### src/rtl/lsu_arb_pkg.sv
`default_nettype none
// ============================================================================
//  Module   : lsu_arb_pkg
//  Purpose  : Shared constants for the LSU arbiter (FSM states, owner ids,
//             RV32 load/store func3 codes).
//  Revision : 1.0  initial release
// ============================================================================
package lsu_arb_pkg;

  // Arbiter FSM state encoding
  localparam logic [1:0] S_IDLE    = 2'd0;
  localparam logic [1:0] S_ISSUE   = 2'd1;
  localparam logic [1:0] S_WAIT_RD = 2'd2;

  // Owner of the in-flight transaction
  localparam logic OWN_CORE = 1'b0;
  localparam logic OWN_DBG  = 1'b1;

  // RV32 load/store size/sign codes (forwarded untouched to the LSU)
  localparam logic [2:0] F3_LB  = 3'b000;
  localparam logic [2:0] F3_LH  = 3'b001;
  localparam logic [2:0] F3_LW  = 3'b010;
  localparam logic [2:0] F3_LBU = 3'b100;
  localparam logic [2:0] F3_LHU = 3'b101;

endpackage
`default_nettype wire

### src/rtl/lsu_arb_pick.sv
`default_nettype none
// ============================================================================
//  Module   : lsu_arb_pick
//  Purpose  : Core-priority winner select with a saturating starvation
//             counter that forces the debug port through after STARVE_MAX
//             consecutive core wins while debug is waiting.
//  Revision : 1.0  initial release
// ============================================================================
module lsu_arb_pick
  import lsu_arb_pkg::*;
#(
  parameter int STARVE_MAX = 4
) (
  input  logic i_clk,
  input  logic i_reset,
  input  logic i_arb_en,
  input  logic i_c_req,
  input  logic i_d_req,
  output logic o_pick_c,
  output logic o_pick_d
);

  localparam logic [3:0] C_STARVE_MAX = 4'(STARVE_MAX);

  logic [3:0] r_starve_cnt;
  logic       w_d_win;

  // Debug wins when core is quiet or when debug has waited long enough
  always_comb begin
    w_d_win  = i_d_req & (~i_c_req | (r_starve_cnt == C_STARVE_MAX));
    o_pick_d = i_arb_en & w_d_win;
    o_pick_c = i_arb_en & i_c_req & ~w_d_win;
  end

  // Count core wins that overtook a pending debug request, saturating
  always_ff @(posedge i_clk) begin
    if (!i_reset) begin
      r_starve_cnt <= 4'd0;
    end else if (!i_d_req || o_pick_d) begin
      r_starve_cnt <= 4'd0;
    end else if (o_pick_c && (r_starve_cnt != C_STARVE_MAX)) begin
      r_starve_cnt <= r_starve_cnt + 4'd1;
    end
  end

endmodule
`default_nettype wire

### src/rtl/lsu_arbiter.sv
`default_nettype none
// ============================================================================
//  Module   : lsu_arbiter
//  Purpose  : Shares one LSU port between the core MEM stage and the debug
//             loader port. Latches the winner, drives the write or read
//             strobe for the configured load latency and routes load data
//             back to the owning requester.
//  Revision : 1.0  initial release
// ============================================================================
module lsu_arbiter
  import lsu_arb_pkg::*;
#(
  parameter int LD_LATENCY = 1,
  parameter int STARVE_MAX = 4
) (
  input  logic        i_clk,
  input  logic        i_reset,
  input  logic        i_c_req,
  input  logic        i_c_wren,
  input  logic [31:0] i_c_addr,
  input  logic [31:0] i_c_wdata,
  input  logic [2:0]  i_c_func3,
  output logic        o_c_gnt,
  output logic        o_c_rvalid,
  output logic [31:0] o_c_rdata,
  output logic        o_c_stall,
  input  logic        i_d_req,
  input  logic        i_d_wren,
  input  logic [31:0] i_d_addr,
  input  logic [31:0] i_d_wdata,
  input  logic [2:0]  i_d_func3,
  output logic        o_d_gnt,
  output logic        o_d_rvalid,
  output logic [31:0] o_d_rdata,
  output logic [31:0] o_lsu_addr,
  output logic [31:0] o_lsu_st_data,
  output logic [2:0]  o_lsu_func3,
  output logic        o_lsu_wren,
  output logic        o_lsu_rden,
  input  logic [31:0] i_lsu_ld_data,
  output logic        o_busy
);

  localparam logic [1:0] C_LAT_INIT = 2'(LD_LATENCY - 1);

  logic [1:0]  r_state;
  logic        r_owner;
  logic        r_wren;
  logic [31:0] r_addr;
  logic [31:0] r_wdata;
  logic [2:0]  r_func3;
  logic [1:0]  r_lat_cnt;
  logic [31:0] r_c_rdata;
  logic [31:0] r_d_rdata;
  logic        r_c_rvalid;
  logic        r_d_rvalid;

  logic        w_arb_en;
  logic        w_pick_c;
  logic        w_pick_d;
  logic        w_capture;

  assign w_arb_en = (r_state == S_IDLE);

  lsu_arb_pick #(
    .STARVE_MAX (STARVE_MAX)
  ) u_pick (
    .i_clk    (i_clk),
    .i_reset  (i_reset),
    .i_arb_en (w_arb_en),
    .i_c_req  (i_c_req),
    .i_d_req  (i_d_req),
    .o_pick_c (w_pick_c),
    .o_pick_d (w_pick_d)
  );

  // Strobes, grants and load-capture timing derived from the current state
  always_comb begin
    o_c_gnt       = w_pick_c;
    o_d_gnt       = w_pick_d;
    o_c_stall     = i_c_req & ~w_pick_c;
    o_lsu_wren    = (r_state == S_ISSUE) & r_wren;
    o_lsu_rden    = ((r_state == S_ISSUE) & ~r_wren) | (r_state == S_WAIT_RD);
    o_lsu_addr    = r_addr;
    o_lsu_st_data = r_wdata;
    o_lsu_func3   = r_func3;
    o_busy        = (r_state != S_IDLE);
    o_c_rvalid    = r_c_rvalid;
    o_d_rvalid    = r_d_rvalid;
    o_c_rdata     = r_c_rdata;
    o_d_rdata     = r_d_rdata;
    w_capture     = ((r_state == S_ISSUE) & ~r_wren & (LD_LATENCY == 1)) |
                    ((r_state == S_WAIT_RD) & (r_lat_cnt <= 2'd1));
  end

  // Transaction FSM: latch the winner, then issue and wait out the load
  always_ff @(posedge i_clk) begin
    if (!i_reset) begin
      r_state   <= S_IDLE;
      r_owner   <= OWN_CORE;
      r_wren    <= 1'b0;
      r_addr    <= 32'd0;
      r_wdata   <= 32'd0;
      r_func3   <= 3'd0;
      r_lat_cnt <= 2'd0;
    end else begin
      case (r_state)
        S_IDLE: begin
          if (w_pick_c || w_pick_d) begin
            r_owner <= w_pick_d ? OWN_DBG : OWN_CORE;
            r_wren  <= w_pick_d ? i_d_wren  : i_c_wren;
            r_addr  <= w_pick_d ? i_d_addr  : i_c_addr;
            r_wdata <= w_pick_d ? i_d_wdata : i_c_wdata;
            r_func3 <= w_pick_d ? i_d_func3 : i_c_func3;
            r_state <= S_ISSUE;
          end
        end
        S_ISSUE: begin
          if (r_wren) begin
            r_state <= S_IDLE;
          end else begin
            r_lat_cnt <= C_LAT_INIT;
            r_state   <= (LD_LATENCY == 1) ? S_IDLE : S_WAIT_RD;
          end
        end
        S_WAIT_RD: begin
          if (r_lat_cnt <= 2'd1) begin
            r_lat_cnt <= 2'd0;
            r_state   <= S_IDLE;
          end else begin
            r_lat_cnt <= r_lat_cnt - 2'd1;
          end
        end
        default: r_state <= S_IDLE;
      endcase
    end
  end

  // Route captured load data to the owner and pulse its rvalid next cycle
  always_ff @(posedge i_clk) begin
    if (!i_reset) begin
      r_c_rdata  <= 32'd0;
      r_d_rdata  <= 32'd0;
      r_c_rvalid <= 1'b0;
      r_d_rvalid <= 1'b0;
    end else begin
      r_c_rvalid <= w_capture & (r_owner == OWN_CORE);
      r_d_rvalid <= w_capture & (r_owner == OWN_DBG);
      if (w_capture && (r_owner == OWN_CORE)) r_c_rdata <= i_lsu_ld_data;
      if (w_capture && (r_owner == OWN_DBG))  r_d_rdata <= i_lsu_ld_data;
    end
  end

endmodule
`default_nettype wire

### config.mk
export PLATFORM = sky130hd
export DESIGN_NAME = lsu_arbiter
export DESIGN_NICKNAME = d
export VERILOG_FILES = /design/src/rtl/lsu_arb_pkg.sv /design/src/rtl/lsu_arb_pick.sv /design/src/rtl/lsu_arbiter.sv
export SDC_FILE = /design/constraint.sdc
export NUM_CORES = 1
export LEC_CHECK = 0
export ABC_AREA = 1
export CAP_MARGIN = 10
export CORE_ASPECT_RATIO = 0.6
export CORE_MARGIN = 3
export CORE_UTILIZATION = 25
export DETAILED_ROUTE_END_ITERATION = 10
export GPL_TIMING_DRIVEN = 0
export PLACE_DENSITY_LB_ADDON = 0.1
export SYNTH_ARGS = -nofsm -noshare
export SYNTH_HDL_FRONTEND = slang
export SYNTH_SLANG_ARGS = --single-unit
### constraint.sdc
create_clock -name i_clk -period 1.4 [get_ports i_clk]
set_input_delay 0.21 -clock i_clk [delete_from_list [all_inputs] [get_ports i_clk]]
set_output_delay 0.21 -clock i_clk [all_outputs]
set_load 0.05 [all_outputs]
==> results.py, run 1 <==
metrics = {
    "run_status": {
        "run_status": "finished, violations left",
        "failing_checks": "setup timing",
    },
    "clock_network": {
        "clkTransAtPathRegs_ps": 70,
        "cts_tree": "built",
        "clk_latency_ps": 430,
        "cts_hold_repair.buffers": 0,
        "numCtsBuffers": 17,
        "clkSinkCount": 140,
        "cts.root.buffer_cell": "sky130_fd_sc_hd__clkbuf_16",
        "cts_max_level": 4,
        "cts_max_path_buffers": 2,
    },
    "power": {
        "power-per-cell-area_nw_per_um2": 1141,
        "power.leakage_uw": 0.005027,
        "peakVddDrop_mv": 0.7803,
    },
    "drt": {
        "avgViaCountPerCell": 4.325,
        "drt-initial-drc-count": 329,
        "wire_per_inst_um": 15.49,
        "finalWirelength_um": 24700,
        "routed-wl-met3_um": 1893,
        "drc": 0,
        "detailed_route_wire_length_on_metal_1_um": 11970,
        "drtAntennaViolNets": 0,
        "drt_pass1_iterations": 5,
        "route.vias.total": 6898,
        "dr.max_layer_used": "met4",
        "detailroute.wirelength.met2_um": 10560,
    },
    "yosys": {
        "sequential_share_of_the_synthesized_area": 0.4525,
        "synth_area_per_cell_um2": 6.710,
        "synthesis_warnings": 0,
        "synth_cells": 923,
        "synth_top_area_frac": 0.4525,
        "synth_area_um2": 6193,
        "synthDistinctLibCells": 19,
        "synth.area.top_cells": "sky130_fd_sc_hd__dfxtp_1 (45%), sky130_fd_sc_hd__nand2_1 (17%), sky130_fd_sc_hd__nand3_1 (16%), sky130_fd_sc_hd__inv_1 (9.0%), sky130_fd_sc_hd__a21oi_1 (5.6%)",
        "synthesis.nets": 1097,
        "yosysTopAreaCell": "sky130_fd_sc_hd__dfxtp_1",
        "synth_seq_cells": 140,
    },
    "cells_and_area": {
        "final_common_cell": "sky130_fd_sc_hd__nand2_1",
        "finalNetCount": 1442,
        "instances_no_fill": 1595,
        "antenna-diode-count": 0,
        "mostFrequentLayoutCells": "sky130_fd_sc_hd__nand2_1 (282), sky130_fd_sc_hd__nand3_1 (201), sky130_fd_sc_hd__clkdlybuf4s50_1 (171)",
        "drive_above_1_share": 0.2117,
        "fillers": 2484,
        "area_growth_syn_to_layout_pct": 73.21,
        "final_area_um2": 10730,
    },
    "sta": {
        "fin_worst_hold_slack_ps": 382.5,
        "worst_slew_pin_slew_ps": 570.0,
        "clock-skew-final_ps": 8.720,
        "timing_hold_violations_final": 0,
        "report.final.slew_viol_count": 0,
        "final_critical_path_setup_slack_ps": -363.6,
        "grt_setup_unrepaired": "yes",
        "finalSetupViolations": 67,
        "fin_crit_ps": 1764,
        "max_slew_margin": 0.6200,
        "fin_tns_setup_ps": -4585,
        "achievable-frequency_ghz": 0.5670,
        "fin_crit_sh": 1.260,
    },
    "grt": {
        "grt_pass1_vias": 6710,
        "grt_first_pass_wirelength_um": 38060,
        "grt_max_degree": 17,
        "grt_overflow_total": 0,
        "grt_antenna_before_repair": 0,
        "total_routing_resource_utilization_after_global_routing": 0.1825,
    },
    "setup_path": {
        "cp.required_ps": 1190,
        "crit-reg2reg-launch": "u_pick.r_starve_cnt[0]",
        "crit_fanout": 3,
        "worst-r2r-setup-slack_ps": -150,
        "worst_setup_path_start_kind": "flop",
        "timing_worst_setup_path_type": "flop to primary output",
        "r2r-end": "o_lsu_st_data[18]",
        "timing.reg2reg.worst_path_depth": 10,
        "arrival_ps": 1550,
        "end_kind": "primary output",
    },
    "floorplan": {
        "io-pin-count": 311,
        "design.die.area_um2": 26760,
        "floorplan.die.width_um": 209.2,
        "fp.coreArea_um2": 23730,
        "row_count": 43,
        "initial_utilization": 0.2610,
        "floorplan.die.height_um": 127.9,
    },
    "min_path": {
        "hold_depth": 3,
        "holdPathEnd": "o_c_rdata[13]",
        "min-delay-start": "i_lsu_ld_data[13]",
        "min-delay-path-class": "primary input to flop",
    },
    "placement": {
        "dp.cells": 1548,
        "place.port_buffers": 310,
        "placed_area_um2": 9708,
        "globalplace.congestion": 0.8201,
        "dp.final_hpwl_um": 18870,
    },
    "flow_run": {
        "max_cap_violations": 0,
    },
}
==> power by group <==
group | internal, uW | leakage (uW) | total (uW) | switching [uW]
combinational | 1190 | 0.00359 | 3100 | 1910
sequential | 4250 | 0.00115 | 4390 | 139
clock | 2930 | 0.000288 | 4750 | 1810
==> routing by layer <==
metal  vias up  track usage
li1       3560            -
met1      3119       0.2538
met2       201       0.2717
met3        18      0.06481
met4         0      0.04091
met5         -            0
==> repair_timing <==
action | 4_1_cts | 5_1_grt
gates resized for setup | 539 | 152
setup buffers | 15 | 5
pin swaps | 8 | 7
setup endpoints to repair | 274 | 197
==> final cells by class <==
type | instances | area (um^2) | share of cell area
buffer | 59 | 553.0 | 0.05155
clock buffer | 21 | 470.5 | 0.04385
clock inverter | 10 | 138.9 | 0.01295
inverter | 149 | 570.5 | 0.05318
multi-input combinational | 572 | 2638 | 0.2459
sequential | 140 | 2810 | 0.2620
tap | 315 | 394.1 | 0.03674
timing repair buffer | 329 | 3153 | 0.2939
==> worst max-delay path, stage by stage, from the launching register on <==
cell and delay [ps]:
sky130_fd_sc_hd__dfxtp_2 320, sky130_fd_sc_hd__inv_2 70, sky130_fd_sc_hd__ha_4 150, sky130_fd_sc_hd__nand3_4 80, sky130_fd_sc_hd__nand2_4 90, sky130_fd_sc_hd__nand2_4 80, sky130_fd_sc_hd__clkbuf_16 170, sky130_fd_sc_hd__clkinv_4 40
sky130_fd_sc_hd__buf_12 120
==> sequential cells by signal, indices dropped and copies added (netlist names), 3 cells and up <==
name,flops
o_c_rdata,32
o_d_rdata,32
o_lsu_addr,32
o_lsu_func3,3
o_lsu_st_data,32
u_pick.r_starve_cnt,4
==> cells in the mapped netlist, drive strengths merged <==
cell / count
a21oi: 69
buf: 27
clkbuf: 35
dfxtp: 140
ha: 2
inv: 149
nand2: 287
nand3: 202
nand4: 1
nor2: 8
nor3: 1
o21ai: 1
xor2: 1
==> logic make-up (layout without fill, tap and decap cells) <==
logic type,count (synthesis),in the layout,synth area share
AO/OA/AOI/OAI,70,70,0.05656
XOR/XNOR,1,1,0.001414
adder cells (fa/ha/maj),2,2,0.004040
buffers and inverters,211,568,0.1354
flip-flops,140,140,0.4525
AND/OR/NAND/NOR,499,499,0.3501
==> through the flow <==
step	util	setup WS [ps]	total power [uW]
after floorplan	-	-95.40	6158
after global routing	0.4521	-446.5	12790
final	0.4521	-363.6	12240
after global placement	0.4092	-1316	7508
after CTS	0.4565	-382.7	12380
after detailed placement	0.4092	-1317	7507
==> worst max path at each step <==
stage                endpoint                   start
2_1_floorplan  o_lsu_addr[10]  u_pick.r_starve_cnt[0]
3_3_place_gp          o_d_gnt                 i_d_req
3_5_place_dp          o_d_gnt                 i_d_req
4_1_cts               o_d_gnt  u_pick.r_starve_cnt[0]
5_1_grt             o_c_stall  u_pick.r_starve_cnt[0]
6_report              o_d_gnt  u_pick.r_starve_cnt[0]
Power figures use the tool's default switching activity.
==> run 2, diff against run 1 <==
- CORE_MARGIN: 3 -> 5
==> run 2 against run 1 <==
The flow still finishes with violations (setup timing). Utilization grew 1.8 points. Sequential power about the same. Register-to-register slack barely moved. Critical path depth is the same. Via count increased by 1.6%. Die area rose by 5.1%. First-iteration DRC count increased by 16%. Global-route usage down 0.39 points. Sequential share of layout area decreased by 1.6 points.
==> results.py, run 2 (synthesized netlist as in run 1, its figures left out) <==
metrics = {
    "setup_path": {
        "arrival_ps": 1520,
        "worst-r2r-setup-slack_ps": -160,
        "critPathMostFrequentCell": "sky130_fd_sc_hd__nand2_4",
        "timing_worst_setup_path_type": "flop to primary output",
        "crit_fanout": 3,
        "worst_setup_path_start_kind": "flop",
        "cell_by_cell_listing_of_the_critical_path": "inv_2 > ha_4 > nand3_4 > nand2_4 > nand2_4 > clkbuf_16 > clkinv_4 > buf_8",
        "cp_slowest_cell": "sky130_fd_sc_hd__dfxtp_2",
        "slowest_delay_ps": 320,
        "cp.required_ps": 1190,
        "end_kind": "primary output",
    },
    "grt": {
        "total_routing_resource_utilization_after_global_routing": 0.1785,
        "grt_pass1_vias": 6764,
        "grt_overflow_total": 0,
        "grt-busiest-layer": "met1",
        "global_route.usage.met2": 0.2572,
        "grt_use_met3": 0.05589,
        "grt_first_pass_wirelength_um": 39430,
        "grt_max_degree": 17,
        "global_routing_usage_on_met1": 0.2603,
        "grt_antenna_before_repair": 1,
    },
    "power": {
        "p_clk_frac": 0.394,
        "sequentialPowerShare": 0.346,
        "swShare": 0.3080,
        "power_spent_charging_and_discharging_nets_uw": 3917,
        "power.leakage_uw": 0.005125,
        "power-per-cell-area_nw_per_um2": 1113,
        "internal-power_uw": 8800,
        "peakVddDrop_mv": 0.7616,
        "share_of_power_burned_in_combinational_logic": 0.260,
    },
    "sta": {
        "finalSetupViolations": 90,
        "clock-skew-final_ps": 10.55,
        "grt_setup_unrepaired": "yes",
        "fin_crit_ps": 1726,
        "worst_slew_pin_slew_ps": 667.1,
        "fin_worst_hold_slack_ps": 395.9,
        "max_slew_margin": 0.5553,
        "fin_crit_sh": 1.233,
        "achievable-frequency_ghz": 0.5795,
        "timing_hold_violations_final": 0,
        "report.final.slew_viol_count": 0,
        "final_critical_path_setup_slack_ps": -325.6,
    },
    "floorplan": {
        "design.die.area_um2": 28130,
        "fp.coreArea_um2": 24280,
        "floorplan.die.width_um": 213.2,
        "floorplan.die.height_um": 131.9,
        "row_count": 44,
        "io-pin-count": 311,
        "initial_utilization": 0.2551,
    },
    "clock_network": {
        "clkTransAtPathRegs_ps": 60,
        "cts_tree": "built",
        "cts_hold_repair.buffers": 0,
        "cts_max_path_buffers": 2,
        "clk_latency_ps": 420,
        "cts.root.buffer_cell": "sky130_fd_sc_hd__clkbuf_16",
        "cts_max_level": 4,
        "clkSinkCount": 140,
        "numCtsBuffers": 17,
    },
    "drt": {
        "wire_per_inst_um": 16.15,
        "drt_pass1_iterations": 5,
        "route.vias.total": 7011,
        "drtAntennaViolNets": 0,
        "drt-initial-drc-count": 381,
        "avgViaCountPerCell": 4.330,
        "finalWirelength_um": 26150,
        "drc": 0,
    },
    "placement": {
        "place.port_buffers": 310,
        "globalplace.congestion": 0.8321,
        "placed_area_um2": 9717,
        "dp.final_hpwl_um": 19700,
        "preCtsSetupSlack_ps": -1233,
    },
    "cells_and_area": {
        "mostFrequentLayoutCells": "sky130_fd_sc_hd__nand2_1 (283), sky130_fd_sc_hd__nand3_1 (179), sky130_fd_sc_hd__clkdlybuf4s50_1 (171)",
        "fillers": 2481,
        "final_area_um2": 11420,
        "finalNetCount": 1457,
        "final_common_cell": "sky130_fd_sc_hd__nand2_1",
        "area_growth_syn_to_layout_pct": 84.42,
        "drive_above_1_share": 0.2531,
    },
    "run_status": {
        "failing_checks": "setup timing",
        "run_status": "finished, violations left",
    },
    "flow_run": {
        "max_cap_violations": 0,
    },
    "min_path": {
        "min-delay-path-class": "primary input to flop",
    },
}
## run 2: changes by cell type in the layout (fill, tap and decap cells not counted), sizes merged
cell / before / now
clkdlybuf4s15: 73 / 128
buf: 100 / 70
clkdlybuf4s18: 19 / 2
clkbuf: 46 / 54
clkinvlp: 5 / 2
bufinv: 3 / 4
clkinv: 3 / 4
diode: 0 / 1
inv: 148 / 149
## run 2: layout make-up
type	instances	area, um^2	share of cell area
antenna	1	2.502	0.0002191
buffer	62	573.1	0.05017
clock buffer	22	494.2	0.04327
clock inverter	10	158.9	0.01391
inverter	149	566.8	0.04962
multi-input combinational	572	2826	0.2475
sequential	140	2810	0.2460
tap	322	402.9	0.03527
timing repair buffer	341	3587	0.3141
## run 2: final timing paths
kind,start,to,cells past startpoint
setup / recovery,u_pick.r_starve_cnt[0],o_d_gnt,8
hold reg to reg,o_lsu_st_data[9],o_lsu_st_data[9],2
hold / removal,i_lsu_ld_data[1],o_d_rdata[1],3
setup reg to reg,r_state[0],o_d_rdata[21],10
## run 2: power by group through the flow
stage,sequential (uW),combinational [uW],clock [uW]
6_report,4400,3310,5010
3_5_place_dp,4480,3030,0
2_1_floorplan,5370,785,0
5_1_grt,4430,3530,5330
3_3_place_gp,4480,3030,0
4_1_cts,4400,3100,5170
## run 2: layer usage
| layer | routed length, um | part of all wire |
|---|---|---|
| met1 | 12990 | 0.50 |
| met2 | 10930 | 0.42 |
| met3 | 1856 | 0.071 |
| met4 | 377 | 0.014 |
| met5 | 0 | 0 |
## run 2: critical path, delay by kind of cell, from the launching register on
family,cells,cell delay [ps]
adders and majority gates,1,130
buffers and inverters,4,400
DFF,1,320
and+or+nand+nor,3,240
## run 2: what timing repair did
item                                   4_1_cts  5_1_grt
setup buffers                               12       16
resized for setup                          541      104
setup endpoints to repair                  275      177
endpoints found under the hold margin        0        0
pin swaps                                    8       44
gates cloned                                 0        3
## run 2: per-stage QoR
step | setup TNS (ps) | power, uW | instances | util
2_1_floorplan | -4867 | 6158 | 923 | -
3_3_place_gp | -67180 | 7507 | 1555 | 0.4002
3_5_place_dp | -67130 | 7513 | 1555 | 0.4002
4_1_cts | -3885 | 12670 | 1599 | 0.4484
5_1_grt | -15340 | 13300 | 1619 | 0.4705
6_report | -5034 | 12720 | 1619 | 0.4705
==> run 3, diff against run 2 <==
- CORE_ASPECT_RATIO: 0.6 -> default
==> run 3 against run 2 <==
The run still ends with setup timing left. Die area shrank 0.37%. Cell count rose by 1.2%. Non-clock buffer count up 17. Clock-buffer cell count is 5 lower. Critical path depth did not move. Sequential power is essentially flat. Sequential share of layout area shrank 0.88 points. Wire length up 0.84%. Combinational power grew 6%. Largest cell class unchanged.
==> results.py, run 3 (synthesized netlist as in run 1, its figures left out) <==
metrics = {
    "grt": {
        "grt_first_pass_wirelength_um": 39200,
        "grt_overflow_total": 0,
        "total_routing_resource_utilization_after_global_routing": 0.1750,
        "grt_antenna_before_repair": 1,
        "grt_pass1_vias": 6936,
        "grt_max_degree": 17,
    },
    "drt": {
        "finalWirelength_um": 26370,
        "avgViaCountPerCell": 4.336,
        "drt-initial-drc-count": 384,
        "drtAntennaViolNets": 0,
        "drc": 0,
        "wire_per_inst_um": 16.09,
        "drt_pass1_iterations": 4,
        "route.vias.total": 7107,
    },
    "flow_run": {
        "max_cap_violations": 0,
    },
    "setup_path": {
        "worst-r2r-setup-slack_ps": -200,
        "cp.required_ps": 1190,
        "cp_slowest_cell": "sky130_fd_sc_hd__dfxtp_2",
        "startpoint": "u_pick.r_starve_cnt[0]",
        "worst_setup_path_start_kind": "flop",
        "end_kind": "primary output",
        "timing_worst_setup_path_type": "flop to primary output",
        "worst_setup_path_endpoint": "o_d_gnt",
        "slowest_delay_ps": 320,
        "timing.reg2reg.worst_path_depth": 11,
        "cell_by_cell_listing_of_the_critical_path": "inv_2 > ha_4 > nand3_4 > nand2_4 > nand2_8 > clkbuf_16 > clkinv_8 > buf_12",
        "crit_fanout": 3,
        "r2r-end": "o_lsu_addr[6]",
        "crit-reg2reg-launch": "u_pick.r_starve_cnt[0]",
        "arrival_ps": 1520,
    },
    "floorplan": {
        "design.die.area_um2": 28020,
        "initial_utilization": 0.2539,
        "row_count": 57,
        "io-pin-count": 311,
        "floorplan.die.height_um": 167.4,
        "floorplan.die.width_um": 167.4,
        "fp.coreArea_um2": 24390,
    },
    "sta": {
        "final_critical_path_setup_slack_ps": -329.6,
        "max_slew_margin": 0.5503,
        "fin_crit_ps": 1730,
        "grt_setup_unrepaired": "yes",
        "report.final.slew_viol_count": 0,
        "fin_tns_setup_ps": -10910,
        "finalSetupViolations": 79,
        "achievable-frequency_ghz": 0.5782,
        "clock-skew-final_ps": 17.12,
        "fin_crit_sh": 1.235,
        "timing_hold_violations_final": 0,
        "worst_slew_pin_slew_ps": 674.5,
    },
    "cells_and_area": {
        "final_common_cell": "sky130_fd_sc_hd__nand2_1",
        "fillers": 2486,
        "mostFrequentLayoutCells": "sky130_fd_sc_hd__nand2_1 (269), sky130_fd_sc_hd__clkdlybuf4s50_1 (170), sky130_fd_sc_hd__inv_1 (140)",
        "finalNetCount": 1475,
        "drive_above_1_share": 0.3021,
        "area_growth_syn_to_layout_pct": 91.25,
    },
    "power": {
        "peakVddDrop_mv": 0.5319,
        "power.leakage_uw": 0.005461,
        "totalPowerFinal_uw": 12540,
        "power-per-cell-area_nw_per_um2": 1058,
    },
    "clock_network": {
        "clkSinkCount": 140,
        "cts_tree": "built",
        "cts.root.buffer_cell": "sky130_fd_sc_hd__clkbuf_16",
        "clkTransAtPathRegs_ps": 70,
        "cts_max_level": 4,
        "numCtsBuffers": 17,
        "clk_latency_ps": 420,
        "cts_max_path_buffers": 2,
    },
    "min_path": {
        "min-delay-path-class": "primary input to flop",
        "min-delay-start": "i_lsu_ld_data[21]",
    },
    "placement": {
        "globalplace.congestion": 0.8553,
        "dp.final_hpwl_um": 18800,
        "place.port_buffers": 310,
    },
    "run_status": {
        "failing_checks": "setup timing",
        "run_status": "finished, violations left",
    },
}
==> run 3: power breakdown <==
group          total [uW]  switching [uW]  internal [uW]
clock                4640            2080           2560
combinational        3500            2060           1440
sequential           4400             144           4250
total               12500            4290           8250
==> run 3: critical path, delay by kind of cell (launching register included) <==
kind	cells	cell delay (ps)
AND/OR/NAND/NOR	3	260
buffers and inverters	4	380
adder cells (fa/ha/maj)	1	140
flip-flops	1	320
==> run 3: area by class of cell <==
type | instances | area [um^2] | area share
repair buffers | 360 | 3761 | 0.3175
multi-input cells | 573 | 3069 | 0.2591
flip-flops and latches | 140 | 2810 | 0.2372
plain buffers | 60 | 628.1 | 0.05303
inverters | 149 | 574.3 | 0.04848
clock buffers | 17 | 425.4 | 0.03591
well taps | 324 | 405.4 | 0.03422
clock inverters | 15 | 168.9 | 0.01426
diodes | 1 | 2.502 | 0.0002113
==> run 3: metrics by stage <==
step	hold WS (ps)	area, um^2	setup WS (ps)	util	cells
6_report	411.6	11850	-329.6	0.4856	1639
5_1_grt	395.4	11850	-426.5	0.4856	1639
4_1_cts	387.5	11260	-345.4	0.4615	1614
3_5_place_dp	438.6	9719	-1277	0.3985	1557
3_3_place_gp	437.3	9719	-1273	0.3985	1557
2_1_floorplan	374.4	6211	-95.40	-	923
==> run 3: timing repair <==
item,in CTS,in global routing
pin swaps,53,60
hold endpoints to repair,0,0
cloned,3,14
buffers inserted,23,13
hold buffers,0,0
endpoints found under the setup margin,274,201
gates resized for setup,580,276
==> run 3: worst min-delay path by stage <==
| stage | endpoint | slack, ps | cells after the start |
|---|---|---|---|
| floorplan | o_c_rdata[31] | 370 | 2 |
| global placement | o_lsu_addr[21] | 440 | 2 |
| detailed placement | o_lsu_st_data[27] | 440 | 2 |
| CTS | o_d_rdata[2] | 390 | 3 |
| global route | o_d_rdata[9] | 400 | 3 |
| finish | o_d_rdata[21] | 410 | 3 |
==> run 3: layer usage <==
layer | wire, um | vias to the layer above | global-route usage
met5 | 0 | - | 0
met4 | 586 | 0 | 0.04905
met3 | 2007 | 33 | 0.06412
met2 | 12270 | 218 | 0.2843
met1 | 11500 | 3215 | 0.2191
li1 | - | 3641 | -
